===== src/rtl/count_uart_tx.sv =====
// UART 8N1 transmitter for an 8-bit count snapshot: start bit, 8 data bits LSB-first, one stop bit.
// Accepts a byte through a valid/ready handshake and drives it on a single idle-high line.
module count_uart_tx #(
  parameter int CLKS_PER_BIT = 16
) (
  input  logic       clk,
  input  logic       rst_n,
  input  logic       ena,
  input  logic [7:0] in_data,
  input  logic       in_valid,
  output logic       in_ready,
  output logic       tx,
  output logic       busy
);

  localparam int CNT_W = $clog2(CLKS_PER_BIT);
  localparam logic [CNT_W-1:0] LAST_CNT = CNT_W'(CLKS_PER_BIT - 1);

  generate
    if (CLKS_PER_BIT < 2 || CLKS_PER_BIT > 65535) begin : g_bad_clks_per_bit
      $error("count_uart_tx: CLKS_PER_BIT must lie in 2..65535");
    end
  endgenerate

  typedef enum logic [1:0] {
    IDLE,
    START,
    DATA,
    STOP
  } state_t;

  state_t           state;
  logic [CNT_W-1:0] cnt;
  logic [2:0]       bit_idx;
  logic [7:0]       shift;

  assign in_ready = (state == IDLE) && ena && rst_n;

  // NOTE: every register below is assigned with <= so all of them update from
  // the same pre-edge values; blocking = here would create order-dependent races.
  always_ff @(posedge clk) begin
    if (!rst_n) begin
      state   <= IDLE;
      tx      <= 1'b1;
      busy    <= 1'b0;
      cnt     <= '0;
      bit_idx <= '0;
      shift   <= '0;
    end else if (ena) begin
      unique case (state)
        IDLE: begin
          tx   <= 1'b1;
          busy <= 1'b0;
          if (in_valid) begin
            state <= START;
            tx    <= 1'b0;
            busy  <= 1'b1;
            cnt   <= '0;
            shift <= in_data;
          end
        end

        START: begin
          if (cnt == LAST_CNT) begin
            state   <= DATA;
            tx      <= shift[0];
            bit_idx <= '0;
            cnt     <= '0;
          end else begin
            cnt <= cnt + CNT_W'(1);
          end
        end

        DATA: begin
          if (cnt == LAST_CNT) begin
            cnt <= '0;
            if (bit_idx == 3'd7) begin
              state <= STOP;
              tx    <= 1'b1;
            end else begin
              // Next LSB is shift[1] because the shift lands on this same edge.
              shift   <= shift >> 1;
              tx      <= shift[1];
              bit_idx <= bit_idx + 3'd1;
            end
          end else begin
            cnt <= cnt + CNT_W'(1);
          end
        end

        STOP: begin
          if (cnt == LAST_CNT) begin
            state <= IDLE;
            busy  <= 1'b0;
            cnt   <= '0;
          end else begin
            cnt <= cnt + CNT_W'(1);
          end
        end

        default: state <= IDLE;
      endcase
    end
  end

endmodule


===== config.mk =====
export PLATFORM = sky130hd
export DESIGN_NAME = count_uart_tx
export DESIGN_NICKNAME = d
export VERILOG_FILES = /design/src/rtl/count_uart_tx.sv
export SDC_FILE = /design/constraint.sdc
export NUM_CORES = 1
export LEC_CHECK = 0
export CAP_MARGIN = 0
export CORE_MARGIN = 2
export CORE_UTILIZATION = 55
export DETAILED_ROUTE_END_ITERATION = 10
export PLACE_DENSITY = 0.8
export SLEW_MARGIN = 30
export SYNTH_ARGS = -nofsm -noshare
export SYNTH_HDL_FRONTEND = slang
export SYNTH_SLANG_ARGS = --single-unit

===== constraint.sdc =====
create_clock -name clk -period 4.71 [get_ports clk]
set_input_delay 1.413 -clock clk [delete_from_list [all_inputs] [get_ports clk]]
set_output_delay 1.413 -clock clk [all_outputs]
set_load 0.02 [all_outputs]

* Yosys cells after proc, flatten, opt, wreduce, memory -nomap -nowiden
Cells that the tools add are included.
** Operators by class
- Eq/ne operators :: 11
- Reductions and logical operators :: 14
- Mux-type cells :: 25
- $add $sub $neg :: 2
** Operator list (count)
- $mux W8 :: 3
- $pmux W8 S2 :: 1
- $ne A2 B2 Y1 const B :: 6
- $mux W2 :: 5
- $reduce_and A5 Y1 :: 2
- $mux W3 :: 3
- $mux W4 :: 2
- $pmux W2 S4 :: 1
- $pmux W4 S2 :: 1
- $mux W1 :: 6
- $pmux W3 S2 :: 1
- $reduce_and A6 Y1 :: 1
- $reduce_bool A2 Y1 :: 3
- $add A4 B1 Y4 const B :: 1
- $eq A2 B2 Y1 const B :: 2
- $eq A4 B4 Y1 const B :: 1
- $reduce_and A4 Y1 :: 1
- $add A3 B1 Y3 const B :: 1
- $eq A3 B3 Y1 const B :: 1
- $pmux W1 S3 :: 1
- $reduce_and A3 Y1 :: 1
- $reduce_bool A3 Y1 :: 1
- $reduce_or A3 Y1 :: 1
- $eq A2 B1 Y1 const B :: 1
- other kinds (4) :: 5
** Storage, ports and cells
- Bits in registers :: 19
- Word-level logic and storage cells :: 58

* Logic depth before layout (Yosys ltp)
- Depth after elaboration :: 4
- Gate-level depth with buffers :: 7

* Worst setup path after synthesis
Ideal clock, no wire load.
- Kind :: input -> output
- From :: input port rst_n
- To :: output port in_ready
- Arrival time :: 1.648 ns
- Stages on the path :: 1
- Path slack :: 1.649 ns
- Required time :: 3.297 ns
- Cells stage by stage :: and3_2
** On the way
- Cells in the longest elaborated chain, start to end :: 1
** RTL lines
- start, declared :: line 7 : input logic rst_n,
- $logic_and A1 B1 Y1 :: line 37 : assign in_ready = (state == IDLE) && ena && rst_n;
- end, declared :: line 11 : output logic in_ready,
No other way between the ends.

* Worst setup path in the final report
Same ends and word-level chain as after synthesis.

==> summary.txt <==
Final layout
  • Most common cell after layout, fill and taps aside: dfxtp_1
  • Diodes inserted: 0
  • Fillers: about 180
  • Fraction of layout cells with a size suffix above 1: between 10 and 15%
  • Reg area: ~380 um2
  • Most frequent cells in the layout: 19 x dfxtp_1, 15 x nand2_1, 14 x clkdlybuf4s50_1
  • Multi-input gate area: around 700 um2
  • Fin nets: 154
  • Finished Cell Area: 1330 um2
  • Layout Utilization: 67.6%
  • Area growth from synthesis to layout: 16.4%

GRT
  • Grt total ovfl: 0
  • Global Route Usage Sum: 19.2%
  • Number of global-route vias before repair: 911
  • Antenna violations before repair: 0
  • First-pass GRT wire length: 3.59 mm
  • Pin count of the biggest net entering global routing: 21

Clocking
  • CTS tree: built
  • CTS resizes: 0
  • CTS sink cnt: 19
  • Post-CTS setup buffers: 0
  • H-tree depth: 1
  • Num CTS Buffers: 3
  • CTS clk-pin slew, worst paths: 0.11 ns
  • Clock buffer depth: 2
  • Clock latency at the later pin of the worst-skew pair: 0.32 ns
  • Root Buffer: clkbuf_4
  • Number of hold buffers added after cts: 0

STA
  • Final period util: 87.1%
  • Worst-margin pin slew: 0.704 ns
  • Fin Hold WS: ~0.49 ns
  • Final min period: ~4.1 ns
  • Final Worst Setup Slack: 0.606 ns
  • Fin. Hold Viols: 0
  • Clk_skew: 0.00660 ns
  • RSZ-0062 raised after global routing: false
  • # setup viols final: 0
  • Max frequency: 0.244 GHz
  • Max transition margin: 53.1%
  • Final Max Slew Viols: 0
  • Fin Setup TNS: 0 ns

Logic synthesis
  • Synthesized Nets: 137
  • Synthesized area per cell: 9.74 um2
  • Top cell type's share of synthesized area: 33.4%
  • Post-synthesis sequential area ratio: 33.4%
  • Ys flop type: dfxtp_1
  • Synthesized area: roughly 1100 um2
  • Yosys reg bits: 19
  • FFs w/ async S/R, synth: 0%
  • Synthesized instance count: 117
  • Dominant cells by area after synthesis: dfxtp_1 33%, ha_1 8.8%, mux2i_1 7.9%, o211a_1 6.1%, nand2_1 4.9%
  • Post-synth EDFFs: 0
  • Yosys warns: 0
  • Area leader, netlist: dfxtp_1
  • Distinct cells, synth: 39

Placed design
  • HPWL Detailed: about 1.5 mm
  • Area after DPL: 1300 um2
  • Pre-CTS setup slack: 0.624 ns
  • Gp weighted congestion: 0.836
  • Port bufs: 14

Power and ir drop
  • Power Density: 272 nW/um2
  • Worst ir drop on vdd: 0.000172 V
  • Lkg Pwr: 0.585 nW

Run status
  • Outcome: finished clean

Floorplanning
  • Row count: 16
  • Die Y: 49.5 um
  • Core area: 1960 um2
  • Full die area: 2450 um2
  • Die width: 49.5 um
  • I/O pin cnt: 15
  • Initial Util: 58.1%

Detailed routing
  • Via count: 916
  • Drt wl/cell: 13.2 um
  • Drt total wl: 2.12 mm
  • TritonRoute pass-1 iters: 4
  • DR vias/cell: 5.73
  • Drt drc: 0
  • First-iteration detailed-routing DRC count: 5
  • Routed Antenna Nets: 0

Setup path
  • Crit path capture: in_ready
  • Reg2reg start: state[0]
  • CP endpoint kind: output pin
  • WP data arrival: between 2 and 3 ns
  • Setup CP Type: primary input to output pin
  • Startpoint Class: primary input
  • R2R cell count: 6
  • Reg2Reg Setup Slack: 2.37 ns
  • CP Max Fanout: 2
  • CP startpoint: rst_n
  • R2R Path End: shift[5]
  • Critical Path RT: between 3 and 4 ns

Worst hold path
  • HP Class: flip-flop to flip-flop
  • Hold depth: 2

Job
  • MaxCap Viol Count: 0
[Yosys cell counts (2+ instances only)]
cell      number
o211a_1        7
a31oi_1        2
a22oi_1        2
nor2b_1        5
nand3b_1       2
nand3_1        4
ha_1           8
o21ai_0        2
nor2_1         3
o21a_1         2
nor3_1         2
nand2_1       15
dfxtp_1       19
a21boi_0       4
mux2i_1        9
inv_1          2
a21oi_1        3
nand2b_1       5
[cells by family after synthesis]
family                     share of synthesized area [%]
and+or+nand+nor                                     25.5
AOI/OAI and AO/OA                                   21.0
DFF                                                 33.4
muxes                                               7.90
adders and majority gates                           8.78
buffers and inverters                               3.51
[cell type report]
cell class	instances	area share, %
clock buffers	3	1.70
well taps	27	2.55
inverters	2	0.566
repair buffers	16	11.7
flip-flops and latches	19	28.7
clock inverters	1	0.566
multi-input cells	92	54.2
[per-layer routing]
layer  wire length [um]  global-route usage, %  vias up  part of all wire [%]
li1                   -                      -      456                     -
met1                899                   18.0      438                    43
met2               1090                   36.4       15                    51
met3                 75                   5.45        7                   3.5
met4                 50                   10.6        0                   2.4
met5                  0                      0        -                     0
[worst min-delay path by stage]
stage                   from       end  slack (ns)
global placement    shift[7]  shift[7]        0.45
global route          cnt[1]    cnt[1]        0.52
finish                cnt[1]    cnt[1]        0.49
floorplan           shift[7]  shift[7]        0.44
detailed placement  shift[7]  shift[7]        0.46
CTS                   cnt[1]    cnt[1]        0.50
[registers in the layout, indices dropped and copies added, names as in the netlist]
name     cells
cnt          4
tx           1
busy         1
bit_idx      3
state        2
shift        8
[stage by stage]
step / cells / power, mW
finish: 160 / 0.361
global route: 160 / 0.380
CTS: 160 / 0.363
detailed placement: 156 / 0.274
global placement: 156 / 0.271
floorplan: 117 / 0.247
[critical path, stage by stage]
cell             delay, ns
clkdlybuf4s50_1       0.49
and3_2                0.19
clkdlybuf4s50_1       0.60
[power breakdown]
group          switching (mW)  internal [mW]
Combinational          0.0464         0.0456
Sequential            0.00717          0.172
Clock                  0.0575         0.0325
Total                   0.111          0.250
(Power assumes the default switching activity.)
